### config.mk
export PLATFORM = sky130hd
export DESIGN_NAME = program_run_controller
export DESIGN_NICKNAME = d
export VERILOG_FILES = /design/src/rtl/program_run_controller.sv
export SDC_FILE = /design/constraint.sdc
export NUM_CORES = 1
export LEC_CHECK = 0
export CORE_MARGIN = 4
export CORE_UTILIZATION = 30
export CTS_BUF_LIST = sky130_fd_sc_hd__clkbuf_8
export DETAILED_ROUTE_END_ITERATION = 10
export PLACE_DENSITY = 0.55
export SLEW_MARGIN = 40
export SYNTH_ARGS = -nofsm -noshare
export SYNTH_HDL_FRONTEND = slang
export SYNTH_SLANG_ARGS = --single-unit
### constraint.sdc
create_clock -name clk -period 2.56 [get_ports clk]
set_input_delay 0.512 -clock clk [delete_from_list [all_inputs] [get_ports clk]]
set_output_delay 0.512 -clock clk [all_outputs]
set_load 0.02 [all_outputs]
### src/rtl/program_run_controller.sv
// Run controller for CPU program tests: sequences CPU reset release,
// counts run cycles, detects termination (tohost store, ebreak, watchdog),
// emits a one-cycle memory dump strobe and exports sticky halt status.
`timescale 1ns/1ps
module program_run_controller #(
  parameter int unsigned RESET_CYCLES   = 2,
  parameter int unsigned TIMEOUT_CYCLES = 100000,
  parameter logic [31:0] TOHOST_ADDR    = 32'hFFFF_FFF0,
  parameter int unsigned DRAIN_CYCLES   = 2,
  parameter int unsigned COUNTER_WIDTH  = 32
) (
  input  logic                     clk,
  input  logic                     rst_n,
  input  logic                     restart,
  input  logic                     ebreak,
  input  logic [31:0]              pc,
  input  logic [31:0]              memory_address,
  input  logic [31:0]              memory_write,
  input  logic [3:0]               memory_byte_enable,
  input  logic                     memory_we,
  output logic                     cpu_rst_n,
  output logic                     dump,
  output logic                     done,
  output logic                     pass,
  output logic [1:0]               halt_cause,
  output logic [30:0]              exit_code,
  output logic [31:0]              halt_pc,
  output logic [COUNTER_WIDTH-1:0] cycle_count
);

  typedef enum logic [1:0] {
    S_HOLD  = 2'd0,
    S_RUN   = 2'd1,
    S_DRAIN = 2'd2,
    S_DONE  = 2'd3
  } state_t;

  localparam logic [1:0] CAUSE_NONE    = 2'd0;
  localparam logic [1:0] CAUSE_EBREAK  = 2'd1;
  localparam logic [1:0] CAUSE_TOHOST  = 2'd2;
  localparam logic [1:0] CAUSE_TIMEOUT = 2'd3;

  // Terminal values of the shared HOLD/DRAIN phase counter.
  localparam logic [31:0] HOLD_LAST  = 32'(RESET_CYCLES - 1);
  localparam logic [31:0] DRAIN_LAST = 32'(DRAIN_CYCLES - 1);
  // Pre-increment count seen in the last permitted RUN cycle; only
  // meaningful when the watchdog is enabled.
  localparam logic [COUNTER_WIDTH-1:0] TIMEOUT_LAST =
    COUNTER_WIDTH'(TIMEOUT_CYCLES - 1);
  localparam bit TIMEOUT_EN = (TIMEOUT_CYCLES != 0);

  state_t      state;
  logic [31:0] phase_cnt;

  logic tohost_hit;
  logic ebreak_hit;
  logic timeout_hit;

  // Saturating run-cycle increment: sticks at all-ones instead of wrapping.
  function automatic logic [COUNTER_WIDTH-1:0] sat_inc(
    input logic [COUNTER_WIDTH-1:0] value
  );
    if (value == {COUNTER_WIDTH{1'b1}}) begin
      return value;
    end
    return value + {{(COUNTER_WIDTH-1){1'b0}}, 1'b1};
  endfunction

  // A run passes on ebreak, or on tohost with a zero exit code.
  function automatic logic pass_of(
    input logic [1:0]  cause,
    input logic [30:0] code
  );
    return (cause == CAUSE_EBREAK) || ((cause == CAUSE_TOHOST) && (code == '0));
  endfunction

  // Halt event decode; feeds only registered state, never an output directly.
  always_comb begin
    tohost_hit  = memory_we && (memory_address == TOHOST_ADDR) &&
                  (memory_byte_enable == 4'b1111) && memory_write[0];
    ebreak_hit  = ebreak;
    timeout_hit = TIMEOUT_EN && (cycle_count == TIMEOUT_LAST);
  end

  // Run-control FSM with all outputs registered.
  always_ff @(posedge clk or negedge rst_n) begin
    if (!rst_n) begin
      state       <= S_HOLD;
      phase_cnt   <= '0;
      cpu_rst_n   <= 1'b0;
      dump        <= 1'b0;
      done        <= 1'b0;
      pass        <= 1'b0;
      halt_cause  <= CAUSE_NONE;
      exit_code   <= '0;
      halt_pc     <= '0;
      cycle_count <= '0;
    end else begin
      case (state)
        S_HOLD: begin
          if (phase_cnt == HOLD_LAST) begin
            state     <= S_RUN;
            phase_cnt <= '0;
            cpu_rst_n <= 1'b1;
          end else begin
            phase_cnt <= phase_cnt + 32'd1;
          end
        end
        S_RUN: begin
          // The halt cycle itself is counted.
          cycle_count <= sat_inc(cycle_count);
          if (tohost_hit || ebreak_hit || timeout_hit) begin
            state     <= S_DRAIN;
            phase_cnt <= '0;
            dump      <= 1'b1;
            halt_pc   <= pc;
            if (tohost_hit) begin
              halt_cause <= CAUSE_TOHOST;
              exit_code  <= memory_write[31:1];
            end else if (ebreak_hit) begin
              halt_cause <= CAUSE_EBREAK;
            end else begin
              halt_cause <= CAUSE_TIMEOUT;
            end
          end
        end
        S_DRAIN: begin
          // CPU stays out of reset so its state remains observable.
          dump <= 1'b0;
          if (phase_cnt == DRAIN_LAST) begin
            state     <= S_DONE;
            phase_cnt <= '0;
            done      <= 1'b1;
            pass      <= pass_of(halt_cause, exit_code);
          end else begin
            phase_cnt <= phase_cnt + 32'd1;
          end
        end
        S_DONE: begin
          if (restart) begin
            state       <= S_HOLD;
            phase_cnt   <= '0;
            cpu_rst_n   <= 1'b0;
            done        <= 1'b0;
            pass        <= 1'b0;
            halt_cause  <= CAUSE_NONE;
            exit_code   <= '0;
            halt_pc     <= '0;
            cycle_count <= '0;
          end
        end
        default: begin
          state <= S_HOLD;
        end
      endcase
    end
  end

endmodule

==> results.json <==
{
  "fin_worst_skew_ns": 0.0207,
  "power_density_nw_per_um2": 433,
  "cp-start-kind": "primary input",
  "core_sq_um": 22800,
  "end_kind": "flip-flop",
  "grt_pass1_wl_um": 39200,
  "yosysTopAreaCellShare_pct": 48.2,
  "ys_ff_latch": 135,
  "synth_area_sq_um": 7010,
  "nNetsFinal": 1187,
  "synth_top_cell_by_area": "dfrtp_1",
  "multi_input_area_sq_um": 3440,
  "cts_buffers": 17,
  "period_minus_slack_ns": 2.48,
  "dpl_worst_slack_ns": -0.570,
  "antenna_found_initial": 0,
  "grt_max_degree": 55,
  "die_area_sq_um": 25900,
  "vdd_ir_drop_max_v": 0.000268,
  "crit_chain": "clkdlybuf4s50_1 > or4b_4 > nor4_4 > a31oi_2 > a211o_4 > or3_4 > o31ai_1",
  "syn_area_per_cell_sq_um": 8.44,
  "crit_path_top_delay_cell": "or4b_4",
  "initialDrtViolationCount": 504,
  "synth_edf_count": 0,
  "overflow": 0,
  "rsz0062_at_grt": "no",
  "grt_pass1_vias": 7145,
  "cts_max_path_buffers": 2,
  "vias": 7142,
  "clkSinkCount": 135,
  "cp.required_ns": 2.92,
  "cts.htree.levels": 4,
  "met1_usage_pct": 23.3,
  "final_hold_viol_count": 0,
  "wire_per_inst_um": 17.3,
  "ys_types": 49,
  "portBuffers": 205,
  "start_util_pct": 30.8,
  "die_w_um": 161,
  "outcome": "finished, final reports clean",
  "cp_slowest_stage_delay_ns": 0.55,
  "max_slew_margin_pct": 60.9,
  "yosysSeqAreaShare_pct": 48.2,
  "grt_use_total_pct": 18.8,
  "p_leak_nw": 4.34,
  "synth-async-reset-ratio_pct": 100,
  "dp_hpwl_um": 17600,
  "drc_errors": 0,
  "crit_arrival_ns": 2.84,
  "cts_tree": "built",
  "slew_viol_final": 0,
  "vias_per_cell": 5.09,
  "worstMarginPinSlew_ns": 0.582,
  "postSynthCellCount": 830,
  "fmax_ghz": 0.403,
  "io_pins": 206,
  "crit_fanout": 6,
  "std_cell_rows": 55,
  "syn_to_final_growth_pct": 48.1,
  "hold_class": "flip-flop to flip-flop",
  "syn_nets": 942,
  "synth_flop_cell": "dfrtp_1",
  "cts.clk_slew.worst_paths_ns": 0.09,
  "busiest_layer": "met2",
  "first_pass_iters": 4,
  "setup_tns_ns": 0,
  "layout-drive-gt1-share_pct": 11.7,
  "period_share_pct": 97.0,
  "critical_path_class": "primary input to flip-flop",
  "fp.dieH_um": 161,
  "gp_congestion": 0.782,
  "synthTopCellsByArea": "dfrtp_1, nand2_1, nand3_1",
  "clockRootBuffer": "clkbuf_8",
  "fin_ws_ns": 0.0766,
  "cap_violations": 0,
  "fill_cells": 2230,
  "gr-usage-met3_pct": 5.47,
  "met2_usage_pct": 31.9,
  "regArea_sq_um": 3380,
  "wirelength_um": 24200,
  "insertion_delay_ns": 0.46,
  "final_antenna_net_count": 0,
  "finalSetupViolations": 0,
  "yosysWarnings": 0
}
[logic make-up (layout without fill, tap and decap cells)]
logic type / after synthesis / after routing / synth area share, %
compound gates: 159 / 159 / 13.8
simple gates: 456 / 456 / 31.9
buf+inv: 64 / 322 / 3.54
mux: 8 / 8 / 1.20
xor+xnor: 1 / 1 / 0.125
fa+ha+maj: 7 / 7 / 1.25
other cells: 0 / 1 / 0
flops: 135 / 135 / 48.2
[per-layer routing]
metal	part of all wire, %	vias to the layer above	wire length [um]
met2	49	204	11900
met4	1.8	0	437
met1	42	3410	10300
met3	6.9	22	1670
li1	-	3506	-
met5	0	-	0
[cell usage in the layout (no fill, tap or decap), types with 25 or more instances in the layout]
| cell | netlist | routed |
|---|---|---|
| a21oi_1 | 25 | 25 |
| buf_4 | 0 | 62 |
| clkdlybuf4s50_1 | 0 | 204 |
| dfrtp_1 | 135 | 133 |
| nand2_1 | 183 | 183 |
| nand3_1 | 91 | 91 |
| nand4_1 | 54 | 54 |
| nor2_1 | 36 | 34 |
| o21ai_0 | 68 | 68 |
| o31ai_1 | 27 | 26 |
[metrics by stage]
stage | power (mW) | util [%] | std cells | cell area (sq um) | hold slack [ns]
6_report | 4.49 | 45.5 | 1402 | 10400 | 0.482
5_1_grt | 4.72 | 45.5 | 1401 | 10400 | 0.523
4_1_cts | 4.57 | 45.4 | 1401 | 10300 | 0.486
3_5_place_dp | 2.74 | 43.6 | 1368 | 9940 | 0.403
3_3_place_gp | 2.73 | 43.6 | 1368 | 9940 | 0.407
2_1_floorplan | 2.46 | - | 830 | 7010 | 0.216
[state kept, by name, summed over array words and instances (netlist names), 2 cells and up]
register	count
phase_cnt	32
cycle_count	32
halt_pc	32
state	2
exit_code	31
halt_cause	2
[timing repair]
item	in CTS	in global routing
endpoints found under the hold margin	24	0
pin swaps	2	1
endpoints found under the setup margin	9	8
gates resized for setup	0	7
setup buffers	0	0
hold buffers	1	0
[final timing paths]
kind / from / to / slack (ns) / cells after the start
min in group asynchronous: rst_n / cycle_count[16]$_DFFE_PN0P_ / 0.50 / 2
worst max-delay path: memory_address[0] / phase_cnt[22]$_DFFE_PN0P_ / 0.08 / 7
worst min register to register: phase_cnt[31]$_DFFE_PN0P_ / phase_cnt[31]$_DFFE_PN0P_ / 0.48 / 1
worst min-delay path: phase_cnt[31]$_DFFE_PN0P_ / phase_cnt[31]$_DFFE_PN0P_ / 0.48 / 1
max in group asynchronous: rst_n / halt_pc[11]$_DFFE_PN0P_ / 1.36 / 3
worst max register to register: cycle_count[0]$_DFFE_PN0P_ / phase_cnt[22]$_DFFE_PN0P_ / 0.12 / 7
[area by class of cell]
type                    count  share of cell area [%]
well taps                 313                    3.78
clock buffers              17                    2.26
inverters                  12                   0.434
clock inverters            15                    1.50
multi-input cells         631                    33.1
repair buffers            278                    26.3
flip-flops and latches    135                    32.6
diodes                      1                  0.0241
[where the power goes]
group          internal [mW]  leakage (nW)  switching, mW
Combinational          0.226          2.66          0.154
Sequential              2.21          1.49          0.109
Clock                  0.805         0.191          0.989
[cell usage after synthesis, types with 5 or more instances]
| cell | count |
|---|---|
| nand2_1 | 183 |
| dfrtp_1 | 135 |
| nand3_1 | 91 |
| o21ai_0 | 68 |
| nand4_1 | 54 |
| clkbuf_1 | 46 |
| nor2_1 | 36 |
| o31ai_1 | 27 |
| a21oi_1 | 25 |
| nor4_1 | 22 |
| and3_1 | 17 |
| nor3_1 | 13 |
| a31oi_1 | 11 |
| inv_1 | 11 |
| nand2b_1 | 10 |
| and4_1 | 8 |
| ha_1 | 7 |
| buf_2 | 6 |
| a22o_1 | 5 |
| mux2i_1 | 5 |
| or3_1 | 5 |
[critical path, delay by kind of cell]
| family | cells | cell delay [ns] |
|---|---|---|
| AND/OR/NAND/NOR | 3 | 1.17 |
| AO/OA/AOI/OAI | 3 | 0.75 |
| buffers and inverters | 1 | 0.41 |
No activity file was read; power rests on OpenSTA's default activity.
